[config.mk]
export PLATFORM = sky130hd
export DESIGN_NAME = mac_tx_arb
export DESIGN_NICKNAME = d
export VERILOG_FILES = /design/src/rtl/mac_params.sv /design/src/rtl/mac_rr_pick.sv /design/src/rtl/mac_tx_arb.sv
export SDC_FILE = /design/constraint.sdc
export NUM_CORES = 1
export LEC_CHECK = 0
export CAP_MARGIN = 20
export CORE_ASPECT_RATIO = 1.1
export CORE_MARGIN = 3
export CORE_UTILIZATION = 41
export CTS_BUF_LIST = sky130_fd_sc_hd__clkbuf_4
export DETAILED_ROUTE_END_ITERATION = 7
export GPL_TIMING_DRIVEN = 0
export PLACE_DENSITY_LB_ADDON = 0.1
export SETUP_SLACK_MARGIN = 0.5
export SYNTH_ARGS = -nofsm -noshare
export SYNTH_HDL_FRONTEND = slang
export SYNTH_SLANG_ARGS = --single-unit
[constraint.sdc]
create_clock -name i_clk -period 2 [get_ports i_clk]
set_input_delay 0.2 -clock i_clk [delete_from_list [all_inputs] [get_ports i_clk]]
set_output_delay 0.2 -clock i_clk [all_outputs]
set_load 0.01 [all_outputs]
[src/rtl/mac_params.sv]
// rtl/mac_params.sv - shared MAC stream parameters and TX arbiter types
package mac_params;

    localparam int N_SYMBOLS = 4;
    localparam int W_SYMBOL  = 8;
    localparam int N_TX_SRC  = 2;
    localparam int W_TX_SRC  = $clog2(N_TX_SRC);

    typedef enum logic [1:0] {
        ST_IDLE = 2'b01,
        ST_PASS = 2'b10
    } mac_tx_arb_state_t;

endpackage

[src/rtl/mac_rr_pick.sv]
// rtl/mac_rr_pick.sv - combinational round-robin picker with optional strict priority for index 0
module mac_rr_pick #(
    parameter int N = 2,
    parameter int W = $clog2(N)
) (
    input  logic [N-1:0] req,
    input  logic [W-1:0] last,
    input  logic         prio_en,
    output logic [N-1:0] grant,
    output logic [W-1:0] idx
);

    logic         found;
    logic [W-1:0] cand;

    // Search starts one past the previous winner and wraps modulo N.
    always_comb begin
        grant = '0;
        idx   = '0;
        found = 1'b0;
        cand  = '0;
        if (prio_en && req[0]) begin
            grant[0] = 1'b1;
        end else begin
            for (int off = 1; off <= N; off++) begin
                cand = W'((int'(last) + off) % N);
                if (!found && req[cand]) begin
                    found       = 1'b1;
                    grant[cand] = 1'b1;
                    idx         = cand;
                end
            end
        end
    end

endmodule

[src/rtl/mac_tx_arb.sv]
// rtl/mac_tx_arb.sv - frame-level arbiter onto the MAC TX stream with a one-beat output slice
// Optional strict priority for source 0 with MAC_TX_ARB_PRIO_EN.
module mac_tx_arb
    import mac_params::*;
#(
    parameter int N_SRC = N_TX_SRC
) (
    input  logic                                      i_clk,
    input  logic                                      i_reset,
    input  logic                                      i_clk_en,
    input  logic [N_SRC-1:0]                          s_axis_tvalid,
    input  logic [N_SRC-1:0][N_SYMBOLS-1:0]           s_axis_tkeep,
    input  logic [N_SRC-1:0][N_SYMBOLS-1:0][W_SYMBOL-1:0] s_axis_tdata,
    input  logic [N_SRC-1:0]                          s_axis_tlast,
    output logic [N_SRC-1:0]                          s_axis_tready,
    output logic                                      m_axis_tvalid,
    output logic [N_SYMBOLS-1:0]                      m_axis_tkeep,
    output logic [N_SYMBOLS-1:0][W_SYMBOL-1:0]        m_axis_tdata,
    output logic                                      m_axis_tlast,
    input  logic                                      m_axis_tready,
    output logic [N_SRC-1:0]                          o_grant,
    output logic                                      o_busy,
    output logic                                      o_underrun
);

    localparam int W_SRC = $clog2(N_SRC);
`ifdef MAC_TX_ARB_PRIO_EN
    localparam logic PRIO_EN = 1'b1;
`else
    localparam logic PRIO_EN = 1'b0;
`endif

    mac_tx_arb_state_t q_state, d_state;
    logic [N_SRC-1:0]  q_grant, pick_grant;
    logic [W_SRC-1:0]  q_grant_idx, pick_idx, q_last_src;
    logic              q_m_valid;
    logic              req_any, slot_free, accept, accept_last;

    mac_rr_pick #(
        .N(N_SRC),
        .W(W_SRC)
    ) u_pick (
        .req    (s_axis_tvalid),
        .last   (q_last_src),
        .prio_en(PRIO_EN),
        .grant  (pick_grant),
        .idx    (pick_idx)
    );

    assign req_any     = |s_axis_tvalid;
    assign slot_free   = !q_m_valid || m_axis_tready;
    assign accept      = |(s_axis_tvalid & s_axis_tready);
    assign accept_last = accept && s_axis_tlast[q_grant_idx];

    always_ff @(posedge i_clk or posedge i_reset) begin
        if (i_reset) begin
            q_state <= ST_IDLE;
        end else if (i_clk_en) begin
            q_state <= d_state;
        end
    end

    always_comb begin
        d_state = q_state;
        case (q_state)
            ST_IDLE: if (req_any) d_state = ST_PASS;
            ST_PASS: if (accept_last) d_state = ST_IDLE;
            default: d_state = ST_IDLE;
        endcase
    end

    always_comb begin
        s_axis_tready = '0;
        o_underrun    = 1'b0;
        if (q_state == ST_PASS && i_clk_en) begin
            if (slot_free) s_axis_tready = q_grant;
            o_underrun = slot_free && !(|(s_axis_tvalid & q_grant));
        end
    end

    // Priority mode leaves the rotation pointer alone when source 0 wins.
    always_ff @(posedge i_clk or posedge i_reset) begin
        if (i_reset) begin
            q_grant     <= '0;
            q_grant_idx <= '0;
            q_last_src  <= W_SRC'(N_SRC - 1);
        end else if (i_clk_en) begin
            if (q_state == ST_IDLE && req_any) begin
                q_grant     <= pick_grant;
                q_grant_idx <= pick_idx;
            end else if (q_state == ST_PASS && accept_last) begin
                q_grant <= '0;
                if (!PRIO_EN || q_grant_idx != '0) q_last_src <= q_grant_idx;
            end
        end
    end

    always_ff @(posedge i_clk or posedge i_reset) begin
        if (i_reset) begin
            q_m_valid    <= 1'b0;
            m_axis_tkeep <= '0;
            m_axis_tdata <= '0;
            m_axis_tlast <= 1'b0;
        end else if (i_clk_en) begin
            if (accept) begin
                q_m_valid    <= 1'b1;
                m_axis_tkeep <= s_axis_tkeep[q_grant_idx];
                m_axis_tdata <= s_axis_tdata[q_grant_idx];
                m_axis_tlast <= s_axis_tlast[q_grant_idx];
            end else if (m_axis_tready) begin
                q_m_valid <= 1'b0;
            end
        end
    end

    assign m_axis_tvalid = q_m_valid;
    assign o_grant       = q_grant;
    assign o_busy        = (q_state == ST_PASS) || q_m_valid;

endmodule

After elaboration in Yosys (flattened, before gate mapping)
Index checks and enable logic that the tools add are counted.
- eq/ne operators: 4
- $lt $le $gt $ge: 5
- multiplexer cells: 29
- bitwise operators: 4
- reductions and logical operators: 24
- $add $sub $neg: 2
- operators by type and width (cell ; count):
    2-to-1 mux 32 bit ; 2
    2-to-1 mux 2 bit ; 8
    2-to-1 mux 1 bit ; 14
    logical AND 1 bit ; 8
    2-to-1 mux 4 bit ; 2
    AND reduction 2 bit ; 4
    < comparator 1 x 2 -> 1 bit (second input constant) ; 3
    AND reduction 3 bit ; 2
    OR reduction 2 bit ; 3
    AND 2 bit ; 2
    inequality test 2 bit (second input constant) ; 2
    one-hot mux 2 bit (2 select lines) ; 1
    nonzero test 2 bit ; 2
    logical NOT 1 bit ; 3
    adder 1 bit (second input constant) ; 2
    demux 1 bit (select 1 bit) ; 2
    equality test 2 x 1 -> 1 bit (second input constant) ; 1
    equality test 2 bit (second input constant) ; 1
    >= comparator 1 bit (second input constant) ; 2
    logical OR 1 bit ; 2
    bitwise OR 2 bit ; 1
    NOT 1 bit ; 1
- word-level logic and storage cells: 79
- register bits: 44
- input port bits: 80
- output and inout port bits: 44

Longest topological paths before layout
- word-level depth: 10
- mapped depth: 5
- depth with buffers taken out: 3

Modules after synthesis
A second synthesis with hierarchy kept.
- cell total of the unflattened synthesis: 161
- area, all modules: 2357.3 um^2
- by module, submodules not included (module ; times used ; cells an instance ; area each (um^2) ; seq. area each (um^2)):
    mac_tx_arb ; 1 ; 156 ; 2328.5 ; 1103.6
    mac_rr_pick ; 1 ; 5 ; 28.8 ; 0.0

Worst setup path after synthesis
OpenSTA, ideal clock, no wires.
- path kind: register -> register
- from: register q_m_valid, in the netlist m_axis_tvalid
- to: register m_axis_tdata[16] (netlist name)
- library setup time: 0.125 ns
- required time: 1.875 ns
- stages on the path, launching flop included: 6
- path buffers: 2
- setup slack: 0.481 ns
- data arrival time: 1.394 ns
- period minus slack after synthesis: 1.519 ns
- path through: dfrtp_1 -> and2b_4 -> nor3_4 -> buf_6 -> buf_12 -> mux2_4
- word-level cells in the longest chain between the ends: 7
- RTL lines (what ; RTL line ; RTL):
    start: declaration ; mac_tx_arb.sv:36 ; logic q_m_valid;
    start signal: assignment ; mac_tx_arb.sv:100 ; q_m_valid <= 1'b0;
    start signal: assignment ; mac_tx_arb.sv:106 ; q_m_valid <= 1'b1;
    start signal: assignment ; mac_tx_arb.sv:111 ; q_m_valid <= 1'b0;
    logical NOT 1 bit ; mac_tx_arb.sv:51 ; assign slot_free = !q_m_valid || m_axis_tready;
    logical OR 1 bit ; mac_tx_arb.sv:51 ;
    2-to-1 mux 2 bit ; mac_tx_arb.sv:76 ; if (slot_free) s_axis_tready = q_grant;
    2-to-1 mux 2 bit ; mac_tx_arb.sv:75 ; if (q_state == ST_PASS && i_clk_en) begin
    AND 2 bit ; mac_tx_arb.sv:52 ; assign accept = |(s_axis_tvalid & s_axis_tready);
    OR reduction 2 bit ; mac_tx_arb.sv:52 ;
    AND reduction 2 bit (no line) ; -- ;
    end signal: assignment ; mac_tx_arb.sv:108 ; m_axis_tdata <= s_axis_tdata[q_grant_idx];
    end: declaration ; mac_tx_arb.sv:18 ; output logic [N_SYMBOLS-1:0][W_SYMBOL-1:0] m_axis_tdata,
No other way between the ends.
A chain may end at the register's enable or synchronous reset.

Final worst setup path
- from: register q_state[0]
- to: register m_axis_tdata[27] (netlist name)
- word-level cells in the longest chain between the ends: 6
- RTL lines (what ; RTL line ; RTL):
    start: declaration ; mac_tx_arb.sv:33 ; mac_tx_arb_state_t q_state, d_state;
    start signal: assignment ; mac_tx_arb.sv:59 ; q_state <= d_state;
    equality test 2 bit ; mac_tx_arb.sv:75 ;
    logical AND 1 bit ; mac_tx_arb.sv:75 ;
    2-to-1 mux 2 bit ; mac_tx_arb.sv:75 ;
    AND 2 bit ; mac_tx_arb.sv:52 ;
    OR reduction 2 bit ; mac_tx_arb.sv:52 ;
    AND reduction 2 bit (no line) ; -- ;
No other way between the ends.

==> flow_metrics.py <==
metrics = {
    "power_and_ir_drop": {
        "peakVddDrop_v": 0.0006741,
        "sequentialPowerShare": 0.340,
        "p_per_area_nw_per_um2": 1076,
        "combinationalPowerShare": 0.533,
        "p_leak_nw": 2.078,
        "p_sw_frac": 0.3104,
        "power_mw": 4.369,
        "power.clock.fraction": 0.127,
        "p_switching_mw": 1.356,
        "p_int_mw": 3.013,
    },
    "final_layout": {
        "syn_to_final_growth_pct": 74.33,
        "fillerInstances": 369,
        "layout.nets": 389,
        "multi_input_area_um2": 1155,
        "seq_area_um2": 1105,
        "final_util": 0.7479,
        "antenna_cells": 0,
        "drive_gt1_frac": 0.4065,
    },
    "detailed_routing": {
        "drtAntennaViolNets": 0,
        "drtIter0Drc": 35,
        "vias": 1849,
        "wl_per_cell_um": 15.45,
        "dr.pass1.iters": 6,
        "route.detailed.drc": 0,
        "wl_um": 5949,
        "vias_per_cell": 4.803,
    },
    "worst_setup_path": {
        "cpMaxStageDelayCell": "dfstp_2",
        "required_ns": 2.28,
        "crit_top_cell": "buf_6",
        "reg2reg_slack_ns": 0.37,
        "cp_cell_sequence": "nand3b_4, buf_6, nor3_4, buf_6, buf_12, clkbuf_16, mux2_4",
        "cp-start-kind": "flop",
        "r2r-end": "m_axis_tdata[27]",
        "cp_max_fo": 6,
        "cp-end-kind": "flop",
        "r2r_start": "q_state[0]",
        "reg2reg_depth": 7,
        "crit_arrival_ns": 1.91,
        "slowest_delay_ns": 0.56,
        "crit_type": "flop to flop",
    },
    "sta": {
        "grt_setup_unrepaired": "true",
        "max_clock_freq_mhz": 613.2,
        "slew_viol_final": 0,
        "worst_slew_pin_slew_ns": 0.4351,
        "finalHoldViolCount": 0,
        "clock_skew_ns": 0.01855,
        "setup_violations": 0,
        "slew_headroom": 0.7095,
        "final.period_utilization": 0.8154,
        "period_needed_ns": 1.631,
    },
    "placement": {
        "place_hpwl_um": 4154,
        "io_buffers": 123,
        "globalplace.congestion": 0.7099,
    },
    "yosys": {
        "syn_nets": 237,
        "synth-async-reset-ratio": 1.000,
        "synth.distinct_cells": 29,
        "yosysWarnings": 0,
        "synth_ff_type": "dfrtp_1",
        "synthTopCellsByCount": "mux2_2, dfrtp_1, mux2_4",
        "synthDominantCellAreaShare": 0.4511,
        "syn_inst": 157,
        "yosys_register_bits": 44,
        "synth_area_um2": 2330,
        "synth_edf_count": 0,
        "ys_seq_area_frac": 0.4737,
        "synth.avg_cell_area_um2": 14.84,
        "netlist.top_cell.by_area": "dfrtp_1",
        "post-synth-top-count-cell": "mux2_2",
        "yosys-top-cells-area": "dfrtp_1, mux2_2, mux2_4",
    },
    "floorplan": {
        "die_w_um": 77.87,
        "io_pins": 124,
        "coreArea_um2": 5430,
        "die_height_um": 85.06,
        "rows": 28,
        "initial_utilization": 0.4290,
        "dieArea_um2": 6624,
    },
    "flow_run": {
        "cap_violations": 0,
    },
    "global_routing": {
        "grt_use_total": 0.1694,
        "antenna_found_initial": 0,
        "grt.overflow.total": 0,
        "grt_max_degree": 27,
        "grt_pass1_wl_um": 8866,
        "grt_pass1_vias": 1836,
    },
    "clock_network": {
        "clk_pin_slew_ns": 0.15,
        "holdBufCountCts": 0,
        "cts_tree": "built",
        "numCtsBuffers": 5,
        "clock-root-buffer": "clkbuf_4",
        "cts_buffer_depth": 2,
        "insertion_delay_ns": 0.37,
        "htreeDepth": 2,
        "cts_sinks": 44,
    },
    "worst_hold_path": {
        "hold_path.class": "primary input to async pin",
    },
    "run_status": {
        "status": "completed",
    },
}
[power by group through the flow]
stage	clock network [mW]	logic, mW	registers, mW
global placement	0	2.29	1.51
global route	0.603	2.48	1.54
finish	0.556	2.33	1.48
detailed placement	0	2.30	1.53
floorplan	0	1.08	1.67
CTS	0.572	2.28	1.50
[metal layers]
metal / GRT usage / vias up / wire (um)
met5: 0 / - / 0
met4: 0.05340 / 0 / 38
met1: 0.2097 / 893 / 2536
met2: 0.2796 / 79 / 2900
met3: 0.05626 / 4 / 473
li1: - / 873 / -
[worst max path at each step]
stage / from / endpoint / slack, ns / cells after the start
global placement: i_reset / m_axis_tdata[5] / -0.22 / 2
CTS: q_state[0] / m_axis_tdata[17] / 0.38 / 7
global route: q_state[0] / m_axis_tdata[31] / 0.32 / 7
finish: q_state[0] / m_axis_tdata[27] / 0.37 / 7
detailed placement: i_clk_en / s_axis_tready[1] / 0.02 / 5
floorplan: o_grant[0] / m_axis_tdata[16] / 0.51 / 5
[state kept, by name, indices dropped and copies added, names as in the netlist]
| name | cells |
|---|---|
| m_axis_tvalid | 1 |
| m_axis_tdata | 32 |
| o_grant | 2 |
| q_state | 2 |
| q_grant_idx | 1 |
| m_axis_tkeep | 4 |
| m_axis_tlast | 1 |
| q_last_src | 1 |
[stage by stage]
stage	setup TNS (ns)	hold WS (ns)	setup WS, ns	cells	instance area (um^2)
2_1_floorplan	0	0.3652	0.5121	157	2330
3_3_place_gp	-9.172	0.4891	-0.2206	355	3655
3_5_place_dp	0	0.4907	0.02128	356	3675
4_1_cts	0	0.1471	0.3817	377	3877
5_1_grt	0	0.1645	0.3240	385	4061
6_report	0	0.1544	0.3692	385	4061
[cell usage in the layout (no fill, tap or decap), types with 2 or more instances in the layout]
cell             count
clkdlybuf4s50_1     80
mux2_2              51
dfrtp_1             41
mux2_4              23
dlymetal6s2s_1      21
dlygate4sd2_1       18
buf_4               11
buf_6                6
buf_2                6
buf_12               6
clkbuf_4             6
nand2_1              3
and2_1               3
nor2_1               2
o21ai_0              2
a21o_1               2
inv_1                2
clkinv_1             2
clkbuf_16            2
dfstp_2              2
[worst max-delay path, delay by kind of cell, from the launching register on]
kind | cells | cell delay (ns)
buf+inv | 4 | 0.54
mux | 1 | 0.29
flops | 1 | 0.56
simple gates | 2 | 0.18
[repair_timing]
item                                    in CTS  in global routing
gates resized for setup                     40                 32
pin swaps                                    1                  1
endpoints found under the setup margin      42                 66
buffers inserted                            12                  6
cloned                                       1                  2
[cell type report]
type | count | area share
timing repair buffer | 145 | 0.3758
multi-input combinational | 102 | 0.2844
sequential | 44 | 0.2720
buffer | 8 | 0.02341
tap | 75 | 0.02311
clock buffer | 5 | 0.009242
clock inverter | 3 | 0.009242
inverter | 3 | 0.002773
[cells by family after synthesis]
kind of cell           count (synthesis)  share of synthesized area
buffers and inverters                 11                    0.04135
AO/OA/AOI/OAI                         11                    0.03867
flip-flops                            44                     0.4737
AND/OR/NAND/NOR                       16                    0.05532
multiplexers                          75                     0.3910
No activity file was read; power rests on OpenSTA's default activity.
==> RTL edit 1: new RTL, config.mk and constraints unchanged <==
Build with the macro `MAC_TX_ARB_PRIO_EN` defined.
--- a/src/rtl/mac_tx_arb.sv
+++ b/src/rtl/mac_tx_arb.sv
@@ -1,5 +1,7 @@
 // rtl/mac_tx_arb.sv - frame-level arbiter onto the MAC TX stream with a one-beat output slice
 // Optional strict priority for source 0 with MAC_TX_ARB_PRIO_EN.
+`define MAC_TX_ARB_PRIO_EN
+
 module mac_tx_arb
     import mac_params::*;
 #(
Function: changed (Yosys sat finds a counterexample within 4 cycles, from zero or initial values and one cycle with i_reset high).
==> RTL edit 1 against the original RTL <==
  * Wire length is 3.3% higher
  * Final area is 2.9% higher
  * Sequential cell count is 1 lower
  * Critical path depth is 1 lower
  * Clock skew is 0.0016 ns lower
  * Power is 7.9% higher
  * Critical endpoint is now m_axis_tdata[1]$_DFFE_PP0P_
  * Worst setup slack better by 0.0085 ns
  * Non-clock buffer count is 6 higher
  * Count of clock-buffer cells in the layout is 3 higher
  * Synthesized area is 2.7% lower
  * Combinational power is 18% higher
==> RTL edit 1: results (changes against the original RTL) <==
Outcome
  • Run status: completed (unchanged)

Logic synthesis
  • Post-Syn Nets: 235 (was 237)
  • Multiplexer area fraction after synthesis: 39.2% (was 39.1%)
  • Sequential element share of the synthesized area: 47.5% (was 47.4%)
  • Avg Inst Size Synth: 14.6 sq um (was 14.8 sq um)
  • Post-synthesis adder-cell area fraction: 0% (unchanged)
  • Complex-gate fraction of the synthesized area: 4.09% (was 3.87%)
  • Top cells by count, synth: 54 x mux2_2, 42 x dfrtp_1, 18 x mux2_4 (was 55 x mux2_2, 42 x dfrtp_1, 18 x mux2_4)
  • Top post-synthesis cells by area: dfrtp_1 46%, mux2_2 27%, mux2_4 12% (was dfrtp_1 45%, mux2_2 27%, mux2_4 12%)

Power and ir drop
  • Max VDD drop: 0.659 mV (was 0.674 mV)
  • Sw Pwr: 1.46 mW (was 1.36 mW)
  • Leak Pwr: 2.20 nW (was 2.08 nW)

Placed design
  • Worst slack, placed: -0.00252 ns (was 0.0213 ns)
  • Placed instance count: 351 (was 356)
  • Gp weighted congestion: 0.700 (was 0.710)
  • Buffers added on ports: 123 (unchanged)
  • Detailed placement HPWL: 4.13 mm (was 4.15 mm)

Setup path
  • CP max stage delay: 0.39 ns (was 0.56 ns)
  • Worst-path maximum fanout: 5 (was 6)
  • WP data arrival: 1.85 ns (was 1.91 ns)

STA
  • Slew Limit Headroom: 76.5% (was 71.0%)
  • Layout Skew: 0.0170 ns (was 0.0186 ns)

Global route
  • Number of global-route vias before repair: 1991 (was 1836)
  • Largest net degree at the start of global routing: 43 (was 27)
  • Total GRT Usage: 19.8% (was 16.9%)
  • First-pass GRT wire length: 10.2 mm (was 8.87 mm)

Drt
  • Via count: 1845 (was 1849)
  • Total routed wirelength: 6.15 mm (was 5.95 mm)
  • Drt first pass iters: 4 (was 6)
  • First DRT Iteration DRCs: 38 (was 35)
  • Via/cell ratio: 4.78 (was 4.80)

Final layout
  • Largest regs: m_axis_tdata x32, m_axis_tkeep x4 (unchanged)
  • Fin nets: 393 (was 389)
  • Fraction of layout cells with a size suffix above 1: 41.7% (was 40.6%)

Worst hold path
  • Min-Delay Path Class: in2reg (was in2async)

Clock tree
  • Clock Latency Late Sink: 0.34 ns (was 0.37 ns)
  • Clock transition at path regs: 0.10 ns (was 0.15 ns)
  • Longest Clk Path Bufs: 2 (unchanged)
## RTL edit 1: power groups by stage
stage	clock [mW]	combinational, mW	sequential, mW
floorplan	0	1.12	1.71
global placement	0	2.42	1.53
detailed placement	0	2.46	1.54
CTS	0.468	2.71	1.52
global route	0.500	2.94	1.58
finish	0.447	2.75	1.52
## RTL edit 1: per-stage QoR
stage	utilization, %	area (sq um)	setup TNS (ns)
floorplan	-	2270	0
global placement	69.4	3590	-5.27
detailed placement	69.8	3610	-0.00252
CTS	77.6	4010	0
global route	80.8	4180	0
finish	80.8	4180	0
## RTL edit 1: what timing repair did
item | CTS | global route
setup buffers | 16 | 6
gates resized for setup | 47 | 47
endpoints found under the setup margin | 41 | 78
pin swaps | 4 | 5
hold endpoints to repair | 1 | 0
gates cloned | 4 | 0
hold buffers | 1 | 0
## RTL edit 1: metal layers
metal	track usage, %	part of all wire (%)	vias up
met1	24.1	42	884
met2	33.8	49	85
li1	-	-	874
met4	3.46	0.31	0
met5	0	0	-
met3	7.02	8.2	2
## RTL edit 1: kinds of logic after synthesis
| logic type | count (synthesis) |
|---|---|
| AOI/OAI and AO/OA | 12 |
| and+or+nand+nor | 16 |
| DFF | 43 |
| buffers and inverters | 11 |
| muxes | 73 |
## RTL edit 1: critical path, delay by kind of cell (launching register included)
kind	cells	cell delay, ns
flops	1	0.39
mux	1	0.29
buf+inv	3	0.41
simple gates	2	0.42
## RTL edit 1: final cells by class
class                      instances  area (sq um)
timing repair buffer             151          1660
multi-input combinational        101          1180
sequential                        43          1080
fill                             309           991
buffer                             8          97.6
tap                               72          90.1
clock buffer                       8          60.1
inverter                           3          11.3
## RTL edit 1: worst paths after layout
path | end | cells after the start | start | slack [ns]
hold / removal | m_axis_tvalid$_DFFE_PP0P_ | 3 | i_clk_en | 0.40
setup / recovery | m_axis_tdata[1]$_DFFE_PP0P_ | 6 | q_state[0]$_DFFE_PP1P_ | 0.38
min in group asynchronous | m_axis_tdata[16]$_DFFE_PP0P_ | 3 | i_reset | 0.57
max in group asynchronous | q_state[0]$_DFFE_PP1P_ | 4 | i_reset | 0.94
hold reg to reg | m_axis_tdata[11]$_DFFE_PP0P_ | 1 | m_axis_tdata[11]$_DFFE_PP0P_ | 0.51
setup reg to reg | m_axis_tdata[1]$_DFFE_PP0P_ | 6 | q_state[0]$_DFFE_PP1P_ | 0.38
==> RTL edit 2: new RTL, same flow settings <==
Without the edit above. Make the reset (`i_reset`) synchronous in 3 clocked blocks.
--- a/src/rtl/mac_tx_arb.sv
+++ b/src/rtl/mac_tx_arb.sv
@@ -52,7 +52,7 @@
     assign accept      = |(s_axis_tvalid & s_axis_tready);
     assign accept_last = accept && s_axis_tlast[q_grant_idx];
 
-    always_ff @(posedge i_clk or posedge i_reset) begin
+    always_ff @(posedge i_clk) begin
         if (i_reset) begin
             q_state <= ST_IDLE;
         end else if (i_clk_en) begin
@@ -79,7 +79,7 @@
     end
 
     // Priority mode leaves the rotation pointer alone when source 0 wins.
-    always_ff @(posedge i_clk or posedge i_reset) begin
+    always_ff @(posedge i_clk) begin
         if (i_reset) begin
             q_grant     <= '0;
             q_grant_idx <= '0;
@@ -95,7 +95,7 @@
         end
     end
 
-    always_ff @(posedge i_clk or posedge i_reset) begin
+    always_ff @(posedge i_clk) begin
         if (i_reset) begin
             q_m_valid    <= 1'b0;
             m_axis_tkeep <= '0;
Function: differs if i_reset is asserted again (counterexample within 4 cycles, from zero or initial values and one cycle with i_reset high); with i_reset held inactive, the same outputs for 10 cycles.
==> RTL edit 2 against the original RTL <==
  * Final area increased by 7.4%
  * Via count increased by 36%
  * Clock skew about the same
  * Wire length increased by 34%
  * Sequential cell count unchanged
  * Worst setup slack got worse by 0.12 ns
  * Synthesized area decreased by 1.2%
Power is not compared: it rests on default switching activity, and its combinational part moved more than twofold at a synthesized area within 25%.
==> RTL edit 2: results (changes against the original RTL) <==
Outcome
  • Run status: completed (unchanged)

Final layout
  • Largest regs: m_axis_tdata x32, m_axis_tkeep x4 (unchanged)
  • Fillcell total: 314 (was 369)
  • Fin nets: 477 (was 389)
  • Post-route cell area: 4360 sq um (was 4060 sq um)

Setup path
  • Worst-path maximum fanout: 10 (was 6)
  • WP data arrival: 2.04 ns (was 1.91 ns)
  • Reg2Reg Setup Slack: 0.25 ns (was 0.37 ns)
  • R2R Path End: m_axis_tdata[31]$_SDFFE_PP0P_ (was m_axis_tdata[27]$_DFFE_PP0P_)
  • CP max stage delay: 0.40 ns (was 0.56 ns)
  • Worst Reg-to-Reg Cells: 6 (was 7)
  • Slowest cell on crit path: or3_4 (was dfstp_2)

Placed design
  • Placed instance count: 447 (was 356)
  • Detailed placement HPWL: 5.08 mm (was 4.15 mm)
  • Gp weighted congestion: 0.881 (was 0.710)
  • Worst slack, placed: -0.463 ns (was 0.0213 ns)
  • Dpl cell area: 3620 sq um (was 3670 sq um)

Drt
  • Highest metal used: met4 (unchanged)
  • Routed wl met2: 4.19 mm (was 2.90 mm)
  • WL met3: 498 um (was 473 um)
  • Drt first pass iters: 4 (was 6)
  • Via count: 2520 (was 1849)
  • Met1 wire length: 3.23 mm (was 2.54 mm)
  • Drt wl/cell: 17.0 um (was 15.5 um)
  • Total routed wirelength: 7.99 mm (was 5.95 mm)
  • First DRT Iteration DRCs: 68 (was 35)

Global route
  • Antenna violations before repair: 0 (unchanged)
  • Largest net degree at the start of global routing: 14 (was 27)
  • First-pass GRT wire length: 12.3 mm (was 8.87 mm)
  • GR met2 Demand/Resource: 41.6% (was 28.0%)
  • Total GRT Usage: 22.9% (was 16.9%)
  • M1 GR Usage: 26.6% (was 21.0%)
  • Met3 usage: 6.12% (was 5.63%)

STA
  • Min Hold Slack: 0.372 ns (was 0.154 ns)
  • Layout Skew: 0.0184 ns (was 0.0186 ns)
  • Slew Limit Headroom: 53.1% (was 71.0%)

Logic synthesis
  • Post-Syn Nets: 332 (was 237)
  • Post-synth ARST share: 0% (was 100%)
  • Post-synth top flop: dfxtp_1 (was dfrtp_1)
  • Top cells by count, synth: 44 x dfxtp_1, 39 x inv_1, 36 x a211oi_1, 36 x mux2_2, 36 x nor4_1 (was 55 x mux2_2, 42 x dfrtp_1, 18 x mux2_4)
  • Complex-gate fraction of the synthesized area: 15.1% (was 3.87%)
  • Multiplexer area fraction after synthesis: 18.5% (was 39.1%)
  • Sequential element share of the synthesized area: 38.3% (was 47.4%)
  • Number of library cell types mapped by synthesis: 31 (was 29)
  • Gate count of the mapped netlist: 252 (was 157)
  • Top post-synthesis cells by area: dfxtp_1 38%, mux2_2 18%, a211oi_1 12% (was dfrtp_1 45%, mux2_2 27%, mux2_4 12%)

Clock tree
  • Clock transition at path regs: 0.13 ns (was 0.15 ns)
  • PostCTS Resize Cnt: 99 (was 40)
  • Post-CTS Setup Repair Bufs: 10 (was 12)

Power and ir drop
  • Sw Pwr: 0.475 mW

Worst hold path
  • WHS Endpoint: m_axis_tvalid$_SDFFE_PP0P_
## RTL edit 2: changes by cell type after synthesis, moves of 10 or more
cell | before | now
a211oi_1 | 0 | 36
clkbuf_1 | 0 | 10
dfrtp_1 | 42 | 0
dfxtp_1 | 0 | 44
inv_1 | 3 | 39
mux2_2 | 55 | 36
mux2_4 | 18 | 0
nor4_1 | 0 | 36
## RTL edit 2: cells by family (layout without fill, tap and decap cells)
| family | after synthesis | count (layout) |
|---|---|---|
| DFF | 44 | 44 |
| and+or+nand+nor | 60 | 60 |
| AOI/OAI and AO/OA | 46 | 46 |
| buffers and inverters | 64 | 210 |
| muxes | 38 | 38 |
## RTL edit 2: cell type report
| type | instances | share of cell area, % |
|---|---|---|
| clock buffer | 5 | 0.861 |
| inverter | 39 | 3.36 |
| timing repair buffer | 138 | 33.1 |
| tap | 72 | 2.07 |
| buffer | 25 | 5.68 |
| multi-input combinational | 144 | 34.3 |
| sequential | 44 | 20.3 |
| clock inverter | 3 | 0.316 |
